`src/rtl/prime_check_if.sv`:
```
// Request/result bundle between a requester and prime_check.
// The requester pulses go with n; the responder reports ready, error, is_prime and factor.
interface prime_check_if #(
    parameter int HI = 15
);
    logic          go;
    logic [HI:0]   n;
    logic          ready;
    logic          error;
    logic          is_prime;
    logic [HI:0]   factor;

    modport master (output go, n, input ready, error, is_prime, factor);
    modport slave  (input go, n, output ready, error, is_prime, factor);
endinterface

```
`src/rtl/prime_check.sv`:
```
// Iterative trial-division primality checker with a go/ready/error handshake.
// Define PRIME_CHECK_ODD_ONLY_EN to try only 2 and the odd divisors (same results, shorter latency).
module prime_check #(
    parameter int HI = 15
) (
    input  logic         clk,
    input  logic         rst,
    prime_check_if.slave bus
);
    localparam int W  = HI + 1;
    localparam int CW = $clog2(W);

    localparam logic [2:0] IDLE  = 3'd0;
    localparam logic [2:0] CHECK = 3'd1;
    localparam logic [2:0] DIV   = 3'd2;
    localparam logic [2:0] NEXT  = 3'd3;
    localparam logic [2:0] ERR   = 3'd4;

    logic [2:0]     state;
    logic [HI:0]    nr;
    logic [W:0]     d;
    logic [2*W-1:0] sq;
    logic [W:0]     rem;
    logic [CW-1:0]  cnt;

    logic           ready_q;
    logic           error_q;
    logic           is_prime_q;
    logic [HI:0]    factor_q;

    logic [CW-1:0]  idx;
    logic [W+1:0]   trial;
    logic           fits;
    logic [W+1:0]   diff;

    // One restoring-division step: bring down the next bit of nr, subtract d if it fits.
    always_comb begin
        idx   = CW'(HI) - cnt;
        trial = {rem, nr[idx]};
        fits  = trial >= {1'b0, d};
        diff  = trial - {1'b0, d};
    end

    // NOTE: state is updated with non-blocking assignments so every branch reads
    // the values from before this edge, regardless of statement order.
    always_ff @(posedge clk or negedge rst) begin
        if (!rst) begin
            state      <= IDLE;
            nr         <= '0;
            d          <= '0;
            sq         <= '0;
            rem        <= '0;
            cnt        <= '0;
            ready_q    <= 1'b1;
            error_q    <= 1'b0;
            is_prime_q <= 1'b0;
            factor_q   <= '0;
        end else if (bus.go && !ready_q) begin
            // A request while busy poisons the block until the next reset.
            state      <= ERR;
            error_q    <= 1'b1;
            ready_q    <= 1'b0;
            is_prime_q <= 1'b0;
            factor_q   <= '0;
        end else begin
            case (state)
                IDLE: begin
                    if (bus.go) begin
                        nr      <= bus.n;
                        d       <= (W+1)'(2);
                        sq      <= (2*W)'(4);
                        ready_q <= 1'b0;
                        state   <= CHECK;
                    end
                end
                CHECK: begin
                    if (nr < HI'(2)) begin
                        is_prime_q <= 1'b0;
                        factor_q   <= '0;
                        ready_q    <= 1'b1;
                        state      <= IDLE;
                    end else if (sq > (2*W)'(nr)) begin
                        is_prime_q <= 1'b1;
                        factor_q   <= '0;
                        ready_q    <= 1'b1;
                        state      <= IDLE;
                    end else begin
                        rem   <= '0;
                        cnt   <= '0;
                        state <= DIV;
                    end
                end
                DIV: begin
                    rem <= fits ? diff[W:0] : trial[W:0];
                    cnt <= cnt + CW'(1);
                    if (cnt == CW'(HI)) state <= NEXT;
                end
                NEXT: begin
                    if (rem == '0) begin
                        is_prime_q <= 1'b0;
                        factor_q   <= d[HI:0];
                        ready_q    <= 1'b1;
                        state      <= IDLE;
                    end else begin
                        // sq tracks d*d by adding (d+s)^2 - d^2, so no multiplier is needed.
`ifdef PRIME_CHECK_ODD_ONLY_EN
                        if (d == (W+1)'(2)) begin
                            d  <= (W+1)'(3);
                            sq <= (2*W)'(9);
                        end else begin
                            d  <= d + (W+1)'(2);
                            sq <= sq + (2*W)'({d, 2'b00}) + (2*W)'(4);
                        end
`else
                        d  <= d + (W+1)'(1);
                        sq <= sq + (2*W)'({d, 1'b1});
`endif
                        state <= CHECK;
                    end
                end
                ERR:     state <= ERR;
                default: state <= ERR;
            endcase
        end
    end

    assign bus.ready    = ready_q;
    assign bus.error    = error_q;
    assign bus.is_prime = is_prime_q;
    assign bus.factor   = factor_q;
endmodule

```
`src/flat_wrapper.sv`:
```
// flat-port wrapper written by rule: the top's interface ports become plain ports
module prime_check_flat 
#(
    parameter int HI = 15
)
  (clk, rst, bus_go, bus_n, bus_ready, bus_error, bus_is_prime, bus_factor);
  prime_check_if #(.HI(HI)) bus_i ();
  input  logic clk;
  input  logic rst;
  input wire logic [$bits(bus_i.go)-1:0] bus_go;
  input wire logic [$bits(bus_i.n)-1:0] bus_n;
  output wire logic [$bits(bus_i.ready)-1:0] bus_ready;
  output wire logic [$bits(bus_i.error)-1:0] bus_error;
  output wire logic [$bits(bus_i.is_prime)-1:0] bus_is_prime;
  output wire logic [$bits(bus_i.factor)-1:0] bus_factor;
  assign bus_i.go = bus_go;
  assign bus_i.n = bus_n;
  assign bus_ready = bus_i.ready;
  assign bus_error = bus_i.error;
  assign bus_is_prime = bus_i.is_prime;
  assign bus_factor = bus_i.factor;
  prime_check #(.HI(HI)) u_core (.clk(clk), .rst(rst), .bus(bus_i));
endmodule
```
`config.mk`:
```
export PLATFORM = sky130hd
export DESIGN_NAME = prime_check_flat
export DESIGN_NICKNAME = d
export VERILOG_FILES = /design/src/rtl/prime_check_if.sv /design/src/rtl/prime_check.sv /design/src/flat_wrapper.sv
export SDC_FILE = /design/constraint.sdc
export NUM_CORES = 1
export LEC_CHECK = 0
export ABC_AREA = 1
export CORE_MARGIN = 3
export CORE_UTILIZATION = 65
export DETAILED_ROUTE_END_ITERATION = 7
export GPL_ROUTABILITY_DRIVEN = 0
export PLACE_DENSITY = 0.85
export SYNTH_ARGS = -nofsm -noshare
export SYNTH_HDL_FRONTEND = slang
export SYNTH_SLANG_ARGS = --single-unit
export TNS_END_PERCENT = 100
```
`constraint.sdc`:
```
create_clock -name clk -period 6.6 [get_ports clk]
set_clock_uncertainty 0.15 [all_clocks]
set_input_delay 1.32 -clock clk [delete_from_list [all_inputs] [get_ports clk]]
set_output_delay 1.32 -clock clk [all_outputs]
set_load 0.005 [all_outputs]
```
==> impl_metrics.py <==
metrics = {
    "power": {
        "ir_drop_mv": 0.141,
        "clkPwrFrac_pct": 43.9,
        "intPower_uw": 1000,
        "switching_share_pct": 25.0,
        "powerDensity_mw_per_mm2": 153,
        "switching_power_uw": 333,
        "seq_power_share_pct": 50.4,
        "p_leak_uw": 0.00453,
        "comb_power_share_pct": 5.7,
    },
    "finish": {
        "drive_above_1_share_pct": 3.39,
        "final_net_count": 1248,
        "design_area_mm2": 0.00871,
        "diodes": 0,
        "postLayoutCoreUtil_pct": 74.4,
        "fillCellCount": 976,
        "regArea_mm2": 0.00270,
        "areaGrowthSynthToFinish_pct": 9.24,
        "multiInputGateArea_mm2": 0.00462,
    },
    "synth": {
        "synthTopCellsByArea": "dfrtp_1 (34%), nand2_1 (16%), ha_1 (8.2%)",
        "synth_top_family_by_area": "simple AND/OR/NAND/NOR gates",
        "synth_largest_area_cell": "dfrtp_1",
        "synth_edf_count": 0,
        "synthArstFlopShare_pct": 100,
        "netlist_area_mm2": 0.00798,
        "synthSimpleGateAreaFrac_pct": 35.5,
        "ys_seq_area_share_pct": 33.9,
        "syn_nets": 1228,
        "synth_cells": 1155,
        "synth_flop_cell": "dfrtp_1",
        "postSynthAreaPerCell_um2": 6.91,
        "synth_fa_ha_area_share_pct": 8.66,
        "synthTopCellsByCount": "nand2_1 (339), inv_1 (129), nand3_1 (115)",
        "netlist.area_leader.share_pct": 33.6,
        "synth_compound_area_share_pct": 10.2,
        "synthMuxAreaShare_pct": 0,
        "yosysMostFrequentCell": "nand2_1",
        "synth_cell_types": 42,
        "ys_ff_latch": 108,
        "synth_xor_area_share_pct": 3.51,
        "synth_warnings": 0,
    },
    "outcome": {
        "outcome": "finished, final reports clean",
    },
    "run": {
        "drv_cap": 0,
    },
    "placement": {
        "portBuffers": 37,
        "place_area_mm2": 0.00840,
        "dp_hpwl_mm": 16.4,
    },
    "sta": {
        "period_needed_ns": 4.32,
        "hold_viol": 0,
        "slew-limit-headroom_pct": 32.5,
        "finalCritPeriodShare_pct": 65.5,
        "tightest_slew_ns": 1.01,
        "tns_ns": 0,
        "max_freq_mhz": 231,
        "rsz0062_at_grt": "no",
        "setup_viol": 0,
        "final-max-slew-violation-count": 0,
    },
    "drt": {
        "route.detailed.drc": 0,
        "vias": 7906,
        "via_per_inst": 5.98,
        "ant_nets": 0,
        "drt_first_pass_iters": 6,
        "totalWireLength_mm": 21.7,
        "wl_per_cell_um": 16.4,
        "drt_iter0_drc": 972,
    },
    "worst_setup_path": {
        "cp_data_arrival_time_ns": 4.43,
        "cp-start-kind": "primary input",
        "cp-end-kind": "flop",
        "critPathMaxFanout": 52,
        "required_ns": 6.70,
        "crit_type": "primary input to flop",
    },
    "die": {
        "start_util_pct": 68.1,
        "die_w_um": 117,
        "io_pins": 38,
        "die_h_um": 117,
        "row_count": 39,
        "core_mm2": 0.0117,
        "die_area_mm2": 0.0136,
    },
    "global_routing": {
        "grt_pass1_wl_mm": 35.7,
        "grt_max_degree": 59,
        "track_usage_pct": 33.1,
        "antenna_found_initial": 0,
        "overflow": 0,
        "first_global_vias": 7239,
    },
    "clock_network": {
        "cts_buffer_depth": 2,
        "cts.sinks": 108,
        "h-tree-depth": 3,
        "cts_tree": "built",
        "cts_hold_buf": 0,
        "postCtsSetupRepairBufs": 0,
        "clk_pin_slew_worst_paths_ns": 0.08,
        "cts.repair.resized": 0,
        "cts_made_buffers": 9,
        "clock_tree.root_cell": "clkbuf_16",
        "insertion_delay_ns": 0.37,
    },
    "hold_path": {
        "hold_path.class": "flop to flop",
    },
}
==> per-stage QoR <==
step,total power (uW),instances,setup slack (ns),hold slack (ns)
after floorplan,724,1155,3.54,0.309
after global placement,761,1307,2.07,0.331
after detailed placement,762,1307,1.94,0.332
after CTS,1340,1323,2.31,0.343
after global routing,1380,1323,1.92,0.370
final,1330,1323,2.28,0.347
==> cells in the final DEF (no fill, tap or decap), types with 2 or more instances in the layout <==
cell type	Yosys	layout
nand2_2	4	4
xnor2_1	17	17
nor2_1	91	91
and2_1	3	3
nand2_1	339	339
o2111ai_1	2	2
or2_2	4	4
nor4_1	4	4
nand3_1	115	115
nor3_1	23	23
xor2_1	15	15
clkbuf_16	0	9
o21a_1	3	3
clkinv_4	0	2
ha_1	52	52
nor2_2	2	2
o21ai_0	60	60
o21bai_1	5	5
a21o_1	4	4
clkdlybuf4s50_1	0	36
o31ai_1	7	7
inv_1	129	129
nand3b_1	8	8
fa_1	2	2
inv_8	0	4
buf_4	2	3
dfrtp_1	107	107
o21ai_1	11	11
nand4_1	48	48
a21oi_1	52	52
inv_2	6	6
==> worst paths after layout <==
check / start / to / slack, ns / cells after the start
setup / recovery: bus_go / u_core.sq[31] / 2.28 / 11
hold / removal: u_core.bus.ready / u_core.bus.ready / 0.35 / 2
setup reg to reg: u_core.cnt[0] / u_core.rem[13] / 2.70 / 18
hold reg to reg: u_core.bus.ready / u_core.bus.ready / 0.35 / 2
max in group asynchronous: rst / u_core.sq[16] / 4.29 / 2
min in group asynchronous: rst / u_core.nr[7] / 0.82 / 1
==> critical path, cell delays in order <==
cell and delay [ns]:
clkdlybuf4s50_1 0.45, inv_1 0.10, nor2_1 0.12, inv_2 0.36
nand2_1 0.12, inv_1 0.11, nand2_2 0.57, nor2_4 0.82
inv_2 0.25, nand2_1 0.14, nor2_1 0.05
==> sequential cells by signal, indices dropped and copies added, names as in the netlist <==
name,cells
u_core.sq,32
u_core.d,17
u_core.rem,17
u_core.bus.factor,16
u_core.nr,16
u_core.cnt,4
u_core.state,3
u_core.bus.error,1
u_core.bus.is_prime,1
u_core.bus.ready,1
==> logic make-up (layout without fill, tap and decap cells) <==
logic type | Yosys count | after routing
AOI/OAI and AO/OA | 148 | 148
xor gates and xnor gates | 32 | 32
adders and majority gates | 54 | 54
buffers and inverters | 166 | 191
DFF | 108 | 108
and+or+nand+nor | 647 | 647
==> layout make-up <==
class                           instances  share of cell area [%]
Multi-Input combinational cell        881                    53.0
Sequential cell                       108                    31.0
Inverter                              136                    5.86
Timing Repair Buffer                   39                    4.39
Clock buffer                            9                    2.58
Tap cell                              143                    2.05
Clock inverter                          7                    1.06
==> power by group through the flow <==
stage	sequential [uW]	clock, uW	combinational (uW)
detailed placement	686	0	75.9
floorplan	683	0	41.3
CTS	672	592	76.5
finish	673	585	76.0
global route	673	615	86.9
global placement	686	0	75.0
==> metal layers <==
| layer | track usage, % | vias up | wire length [um] |
|---|---|---|---|
| met5 | 0 | - | 0 |
| met4 | 11.8 | 0 | 838 |
| met3 | 6.48 | 78 | 1760 |
| met2 | 51.5 | 395 | 9660 |
| met1 | 46.3 | 3584 | 9470 |
| li1 | - | 3849 | - |
No activity file was read; power rests on OpenSTA's default activity.
